File: src/rtl/coax_rx_frame_ctrl.sv
// Frame-level receive controller: preamble/delimiter detection, 10-bit word assembly with
// even parity, end-of-frame and error reporting, and re-arming of the coax bit timer.
module coax_rx_frame_ctrl #(
    parameter int unsigned PREAMBLE_BITS  = 5,
    parameter int unsigned SAMPLE_TIMEOUT = 32
) (
    input  logic       clk,
    input  logic       reset,
    input  logic       rx,
    input  logic       sample,
    input  logic       synchronized,
    output logic       bit_timer_reset,
    output logic       active,
    output logic [9:0] data,
    output logic       data_strobe,
    output logic       frame_done,
    output logic [1:0] error,
    output logic       error_strobe
);

    localparam int unsigned OW = $clog2(PREAMBLE_BITS + 1);
    localparam int unsigned TW = $clog2(SAMPLE_TIMEOUT + 1);

    typedef enum logic [2:0] {StIdle, StPreamble, StSync, StData, StParity} state_e;

    state_e        state_q, state_d;
    logic [OW-1:0] ones_count_q, ones_count_d;
    logic [TW-1:0] timeout_q, timeout_d;
    logic [3:0]    bit_count_q, bit_count_d;
    logic [7:0]    word_count_q, word_count_d;
    logic [9:0]    shift_q, shift_d;
    logic          parity_q, parity_d;
    logic [9:0]    data_q, data_d;
    logic [1:0]    error_q, error_d;
    logic          active_q, active_d;
    logic          data_strobe_q, data_strobe_d;
    logic          frame_done_q, frame_done_d;
    logic          error_strobe_q, error_strobe_d;
    logic          btr_q, btr_d;

    logic in_frame;
    logic timed_out;

    always_ff @(posedge clk) begin
        if (reset) begin
            state_q        <= StIdle;
            ones_count_q   <= '0;
            timeout_q      <= '0;
            bit_count_q    <= '0;
            word_count_q   <= '0;
            shift_q        <= '0;
            parity_q       <= 1'b0;
            data_q         <= '0;
            error_q        <= '0;
            active_q       <= 1'b0;
            data_strobe_q  <= 1'b0;
            frame_done_q   <= 1'b0;
            error_strobe_q <= 1'b0;
            btr_q          <= 1'b0;
        end else begin
            state_q        <= state_d;
            ones_count_q   <= ones_count_d;
            timeout_q      <= timeout_d;
            bit_count_q    <= bit_count_d;
            word_count_q   <= word_count_d;
            shift_q        <= shift_d;
            parity_q       <= parity_d;
            data_q         <= data_d;
            error_q        <= error_d;
            active_q       <= active_d;
            data_strobe_q  <= data_strobe_d;
            frame_done_q   <= frame_done_d;
            error_strobe_q <= error_strobe_d;
            btr_q          <= btr_d;
        end
    end

    always_comb begin
        state_d        = state_q;
        ones_count_d   = ones_count_q;
        bit_count_d    = bit_count_q;
        word_count_d   = word_count_q;
        shift_d        = shift_q;
        parity_d       = parity_q;
        data_d         = data_q;
        error_d        = error_q;
        active_d       = active_q;
        data_strobe_d  = 1'b0;
        frame_done_d   = 1'b0;
        error_strobe_d = 1'b0;
        btr_d          = 1'b0;

        in_frame  = (state_q == StSync) || (state_q == StData) || (state_q == StParity);
        timeout_d = '0;
        if (in_frame && !sample) begin
            timeout_d = timeout_q + 1'b1;
        end
        timed_out = in_frame && !sample && (timeout_q == TW'(SAMPLE_TIMEOUT - 1));

        unique case (state_q)
            StIdle: begin
                if (sample && synchronized && rx) begin
                    state_d      = StPreamble;
                    ones_count_d = OW'(1);
                end
            end
            StPreamble: begin
                if (!synchronized) begin
                    state_d      = StIdle;
                    ones_count_d = '0;
                end else if (sample) begin
                    if (rx) begin
                        if (ones_count_q < OW'(PREAMBLE_BITS)) begin
                            ones_count_d = ones_count_q + 1'b1;
                        end
                    end else if (ones_count_q >= OW'(PREAMBLE_BITS)) begin
                        state_d      = StSync;
                        active_d     = 1'b1;
                        error_d      = 2'd0;
                        word_count_d = '0;
                        ones_count_d = '0;
                    end else begin
                        ones_count_d = '0;
                    end
                end
            end
            StSync, StData, StParity: begin
                // Loss of sync beats both a same-cycle sample and a timeout.
                if (!synchronized || timed_out) begin
                    state_d        = StIdle;
                    error_d        = !synchronized ? 2'd2 : 2'd3;
                    error_strobe_d = 1'b1;
                    btr_d          = 1'b1;
                    active_d       = 1'b0;
                end else if (sample) begin
                    if (state_q == StSync) begin
                        if (rx) begin
                            state_d     = StData;
                            bit_count_d = '0;
                            parity_d    = 1'b0;
                        end else begin
                            state_d      = StIdle;
                            frame_done_d = 1'b1;
                            btr_d        = 1'b1;
                            active_d     = 1'b0;
                        end
                    end else if (state_q == StData) begin
                        shift_d     = {shift_q[8:0], rx};
                        parity_d    = parity_q ^ rx;
                        bit_count_d = bit_count_q + 1'b1;
                        if (bit_count_q == 4'd9) begin
                            state_d = StParity;
                        end
                    end else if ((parity_q ^ rx) == 1'b0) begin
                        state_d       = StSync;
                        data_d        = shift_q;
                        data_strobe_d = 1'b1;
                        word_count_d  = word_count_q + 1'b1;
                    end else begin
                        state_d        = StIdle;
                        error_d        = 2'd1;
                        error_strobe_d = 1'b1;
                        btr_d          = 1'b1;
                        active_d       = 1'b0;
                    end
                end
            end
            default: state_d = StIdle;
        endcase
    end

    always_comb begin
        bit_timer_reset = btr_q;
        active          = active_q;
        data            = data_q;
        data_strobe     = data_strobe_q;
        frame_done      = frame_done_q;
        error           = error_q;
        error_strobe    = error_strobe_q;
    end

endmodule

File: config.mk
export PLATFORM = sky130hd
export DESIGN_NAME = coax_rx_frame_ctrl
export DESIGN_NICKNAME = d
export VERILOG_FILES = /design/src/rtl/coax_rx_frame_ctrl.sv
export SDC_FILE = /design/constraint.sdc
export NUM_CORES = 1
export LEC_CHECK = 0
export BUFFER_PORTS_ARGS = -buffer_cell sky130_fd_sc_hd__clkbuf_2
export CAP_MARGIN = 5
export CELL_PAD_IN_SITES_DETAIL_PLACEMENT = 0
export CELL_PAD_IN_SITES_GLOBAL_PLACEMENT = 2
export CORE_ASPECT_RATIO = 0.8
export CORE_UTILIZATION = 35
export DETAILED_ROUTE_END_ITERATION = 16
export GPL_TIMING_DRIVEN = 1
export PLACE_DENSITY = 0.79
export SLEW_MARGIN = 20
export SYNTH_ARGS = -nofsm -noshare
export SYNTH_HDL_FRONTEND = slang
export SYNTH_SLANG_ARGS = --single-unit
File: constraint.sdc
create_clock -name clk -period 4.9 [get_ports clk]
set_clock_uncertainty 0.1 [all_clocks]
set_input_delay 0.735 -clock clk [delete_from_list [all_inputs] [get_ports clk]]
set_output_delay 0.735 -clock clk [all_outputs]
set_load 0.01 [all_outputs]
==> results of run 1 <==
-- worst reg2reg max path: cells and delay by family, from the launching register on --
family | cells | cell delay [ps]
buffers and inverters | 1 | 90
AND/OR/NAND/NOR | 3 | 1360
flip-flops | 1 | 640
multiplexers | 1 | 270
-- synthesized netlist by cell type, drive strengths merged (3+ instances only) --
cell type  instances  area share
clkbuf             8       0.015
a31oi              4       0.012
xor2               3       0.013
nor2b              3       0.013
nand3              6       0.015
buf                7       0.020
ha                 5       0.031
a21oi             22       0.054
nor2              34       0.063
dfxtp             44        0.43
nand2             33       0.061
nand3b             3       0.011
nor3               8       0.020
mux2i             12       0.059
a211oi             4       0.023
o21ai              6       0.015
inv                6       0.011
nand2b             4       0.012
-- cell usage in the layout (no fill, tap or decap), drive strengths merged, types with 4 or more instances in the layout --
| cell type | count |
|---|---|
| nor2 | 34 |
| ha | 5 |
| nor3 | 8 |
| nand2 | 33 |
| dfxtp | 44 |
| clkbuf | 27 |
| nand2b | 4 |
| o21ai | 6 |
| inv | 6 |
| nand3 | 6 |
| a31oi | 4 |
| a211oi | 4 |
| a21oi | 22 |
| mux2i | 12 |
-- metrics by stage --
stage	setup slack (ps)	hold WS (ps)	utilization	area (um^2)
finish	2310	356	0.416	2300
global route	2110	382	0.416	2300
CTS	2300	360	0.416	2300
detailed placement	2230	342	0.394	2170
global placement	2260	333	0.394	2170
floorplan	2930	318	-	2040
-- where the power goes --
part           switching, mW  internal, mW
Sequential            0.0383         0.377
Combinational          0.107        0.0823
Clock                  0.126         0.167
Total                  0.272         0.626
-- logic make-up after synthesis --
family / count (synthesis)
compound gates: 50
xor+xnor: 5
fa+ha+maj: 5
buf+inv: 21
flops: 44
mux: 12
simple gates: 103
-- path summary, 6_finish.rpt --
check / from / end / slack [ps] / cells past startpoint
max: state_q[2]$_SDFFE_PP0P_ / data[6]$_SDFFE_PP0P_ / 2310 / 5
min: timeout_q[0]$_SDFF_PP0_ / timeout_q[0]$_SDFF_PP0_ / 360 / 1
min reg2reg: timeout_q[0]$_SDFF_PP0_ / timeout_q[0]$_SDFF_PP0_ / 360 / 1
max reg2reg: state_q[2]$_SDFFE_PP0P_ / data[6]$_SDFFE_PP0P_ / 2310 / 5
-- layer usage --
metal  track usage  wire length, um  part of all wire  vias up
met5             0                0                 0        -
met4        0.0656               74             0.018        0
met3        0.0355              151             0.036        7
met2         0.215             1690              0.40       25
met1         0.223             2300              0.55      753
li1              -                -                 -      866
-- state kept, by name, summed over array words and instances (netlist names) --
name	count
parity_q	1
error	2
frame_done	1
state_q	3
ones_count_q	3
error_strobe	1
shift_q	10
active	1
bit_timer_reset	1
timeout_q	6
data	10
data_strobe	1
bit_count_q	4
-- final cells by class --
| class | count | area, um^2 |
|---|---|---|
| Clock buffer | 6 | 82.6 |
| Clock inverter | 2 | 38.8 |
| Fill cell | 592 | 3230 |
| Inverter | 6 | 22.5 |
| Multi-Input combinational cell | 175 | 1070 |
| Sequential cell | 44 | 881 |
| Tap cell | 78 | 97.6 |
| Timing Repair Buffer | 21 | 105 |
==> results.md, run 1 <==
* Outcome: completed
* Setup-failing EPs final at 0
* Worst-path cell chain: nor3b_2, inv_1, nor3_2, mux2i_1, nor2_1
* DR vias at 1,651
* Max-cap violations at 0
* Multiplexer area fraction after synthesis at 0.0590
* N_diodes at 0
* Area Overhead vs Synth at 12.7%
* Starting density of the core at 0.369
* Vias in the first global route at about 1,500
* Post-route insts no fill at 332
* Final nets at between 200 and 300
* Cell area after synthesis at 2040 um^2
* Startpoint Class: register
* Largest family of logic cells by synthesized area: simple AND/OR/NAND/NOR gates
* HP Class: reg -> reg
* GPL Wtd Cong at 0.768
* Cells after DPL at about 320
* CP bufs+invs at 1
* Async SR Flop Fraction at 0
* RSZ-0062 raised after global routing: no
* Drt wl/cell at around 13 um
* Post-synth EDFFs at 0
* Worst path arrival time at 2650 ps
* Post-synthesis xor/xnor area fraction at 0.0215
* Drt total wl at 4210 um
* Worst Tran Pin Value at 1040 ps
* CTS buffer count at 5
* DR DRC count at 0
* Post-CTS Resized at 0
* F_max at between 300 and 400 MHz
* CP top delay family: simple AND/OR/NAND/NOR gates
* Worst Path Max Fanout at 13
* Worst setup path category: reg -> reg
* Slew Limit Fails at 0
* Leakage power at 0.849 nW
* Layout cell share with drive strength beyond 1 at 0.150
* Mapped Nets at 250
* Core footprint at approximately 5500 um^2
* Antenna-violating nets left at 0
* Avg Cell Area, Syn at 8.49 um^2
* Initial drt markers at just under 80
* Largest net degree at the start of global routing at 39
* Compound-cell area share of the yosys netlist at 0.166
* PortBufs at 21
* Post-Synth Simple-Gate Area at 0.245
* Grt ovf at 0
* CTS Hold Buffers Added at 0
* Top FF cell, synth: dfxtp_1
* Total track usage at 0.154
* Die area at 6130 um^2
* Maximum vdd ir drop at 0.174 mV
* Post-synthesis sequential area ratio at 0.432
* Relative slew slack at 0.301
* Vias/cell at 4.97
* Netlist cell types at 46
* Worst-path clk slew at 80 ps
* Area share of fa/ha/maj cells after synthesis at 0.0307
* Initial antenna violation count at 0
* Slowest-stage cell, CP: nor3_2
* Clock sink total at 44
* Final Hold Fails at 0
* Syn. warnings at 0
* Mapped Cells at 240
* Min Tclk post-route at ~2600 ps
* Pwr per Cell Area at approximately 390 nW/um^2
* Total power at 0.897 mW
* DP HPWL at 2880 um
* Die height at about 70 um
* Htree depth at 2
* Slowest stage delay, CP at 860 ps
* Num ports at 22
* Part of the cycle the worst path needs at 0.529
* Synth Register Bits at 44
* Critical path endpoint category: register
* First-pass GRT wire length at 7310 um
* CP required at 4960 ps
* Number of detailed-route iterations in the first pass at 4
* CTS max path bufs at 2
* Die width at 87.3 um
* Worst-Skew Late Latency at about 300 ps
* TritonCTS clock tree: built
* Post-CTS Setup Inserts at 0
* Root Driver: clkbuf_8
* Site row count at 24
* Sum Neg Setup Slack at 0 ps
No activity file was read; power rests on OpenSTA's default activity.
==> run 2, diff against run 1 <==
CORE_UTILIZATION = 31   (was 35)
PLACE_DENSITY = 0.74   (was 0.79)
clock period = 2.3 ns   (was 4.9 ns; I/O delays follow)
==> run 2 against run 1 <==
  * Critical path depth unchanged
  * Combinational power increased by 140%
  * Highest routed layer unchanged
  * Utilization decreased by 4.8 points
  * Power increased by 120%
  * First-iteration DRC count increased by 58%
  * Die area increased by 13%
  * Count of clock-buffer cells in the layout decreased by 1
==> results.md, run 2 (same netlist as run 1, synthesis figures left out) <==
* Slowest-stage cell, CP: a2111oi_1
* Worst path arrival time at 2120 ps
* Root Driver: clkbuf_8
* CTS Hold Buffers Added at 0
* Antenna-violating nets left at 0
* Largest net degree at the start of global routing at 27
* Final hold slack at 288 ps
* RSZ-0062 raised after global routing: no
* Htree depth at 2
* Most frequent cells in the layout: 44 x dfxtp_1, 34 x nor2_1, 33 x nand2_1
* Site row count at 26
* Layout cell share with drive strength beyond 1 at 0.169
* Initial drt markers at 125
* CP bufs+invs at 0
* Slowest stage delay, CP at 630 ps
* CTS max path bufs at 2
* First-pass GRT wire length at 7510 um
* Vias in the first global route at 1,517
* Die height at 74.5 um
* Core footprint at 6380 um^2
* CTS buffer count at 5
* F_max at 495 MHz
* Final nets at 269
* CP required at 2390 ps
* Grt ovf at 0
* TritonCTS clock tree: built
* Outcome: completed
* DR DRC count at 0
* Drt total wl at between 4000 and 5000 um
* HP Class: in -> reg
* Sum Neg Setup Slack at 0 ps
* Post-route cell area at 2340 um^2
* Slew Limit Fails at 0
* FF-to-FF setup slack at 280 ps
* Worst Tran Pin Value at 639 ps
* Hold depth at 2
* R2r endpoint: ones_count_q[1]$_SDFFE_PP0P_
* Setup-failing EPs final at 0
* Die width at 92.6 um
* N_diodes at 0
* Starting density of the core at 0.319
* DR vias at 1,676
* Worst Path Max Fanout at 14
* Startpoint Class: register
* Post-CTS Resized at 0
* Worst-Skew Late Latency at 310 ps
* Max-cap violations at 0
* Die area at slightly below 7000 um^2
* Commonest non-fill, non-tap cell in the layout: dfxtp_1
* Final core utilization at 0.367
* Hold Path End: state_q[2]$_SDFFE_PP0P_
* Placed inst area at approximately 2200 um^2
* Critical path endpoint category: register
* Area Overhead vs Synth at 15.0%
* Worst-path clk slew at 90 ps
* Relative slew slack at 0.573
* Number of detailed-route iterations in the first pass at 5
* CP top delay family: compound AO/OA/AOI/OAI gates
* Final Hold Fails at 0
* Pwr per Cell Area at 829 nW/um^2
* DP HPWL at 3070 um
* Drt wl/cell at 13.0 um
* Num ports at 22
* Worst-path cell chain: a21oi_1, a2111oi_1, o21ai_1, mux2i_1, nor2_1
* GPL Wtd Cong at around 0.77
* Leakage power at 0.874 nW
* Worst reg2reg path startpoint: state_q[0]$_SDFFE_PP0P_
* PortBufs at 21
* Worst setup path category: reg -> reg
* Vias/cell at between 4 and 5
* Part of the cycle the worst path needs at 0.879
* Total track usage at 0.142
* Maximum vdd ir drop at 0.279 mV
* Min Tclk post-route at 2020 ps
* Clock sink total at 44
* Initial antenna violation count at 0
* Min-delay src: reset
* Reg2Reg Depth at 5
* Post-CTS Setup Inserts at 0
run 2: cell count changes in the layout (fill, tap and decap cells not counted), sizes merged:
cell	before	now
clkinvlp	0	1
clkinv	1	0
clkbuf	27	26
inv	6	7
buf	0	6
run 2: routing by layer:
metal,GRT usage,part of all wire,wire length [um],up-vias
met5,0,0,0,-
met4,0.0701,0.012,53,0
met3,0.0358,0.027,121,6
met2,0.196,0.40,1800,20
met1,0.205,0.56,2480,780
li1,-,-,-,870
run 2: layout make-up:
class | count | area, um^2
Fill cell | 687 | 4030
Multi-Input combinational cell | 175 | 1070
Sequential cell | 44 | 881
Timing Repair Buffer | 27 | 150
Tap cell | 84 | 105
Clock buffer | 5 | 68.8
Clock inverter | 3 | 46.3
Inverter | 6 | 22.5
run 2: worst max-delay path by stage:
stage                            start                           end  slack, ps  depth (start not counted)
6_report       state_q[0]$_SDFFE_PP0P_  ones_count_q[1]$_SDFFE_PP0P_        280                          5
5_1_grt        state_q[0]$_SDFFE_PP0P_  ones_count_q[1]$_SDFFE_PP0P_         90                          5
4_1_cts        state_q[0]$_SDFFE_PP0P_  ones_count_q[1]$_SDFFE_PP0P_        270                          5
3_5_place_dp                    sample  ones_count_q[1]$_SDFFE_PP0P_        230                          6
3_3_place_gp   state_q[0]$_SDFFE_PP0P_  ones_count_q[1]$_SDFFE_PP0P_        340                          5
2_1_floorplan  timeout_q[0]$_SDFF_PP0_       state_q[0]$_SDFFE_PP0P_        530                          7
run 2: per-stage QoR:
stage	power (mW)	setup WS [ps]	std cells
after global routing	2.05	90.4	344
after floorplan	1.22	531	240
after detailed placement	1.33	228	336
after global placement	1.34	340	336
after CTS	1.96	274	344
final	1.94	278	344
run 2: power by group:
group          internal (mW)  switching (mW)  leakage, nW
logic                  0.197           0.261        0.464
clock network          0.327           0.292       0.0548
registers              0.803          0.0610        0.355
total                   1.33           0.615        0.874
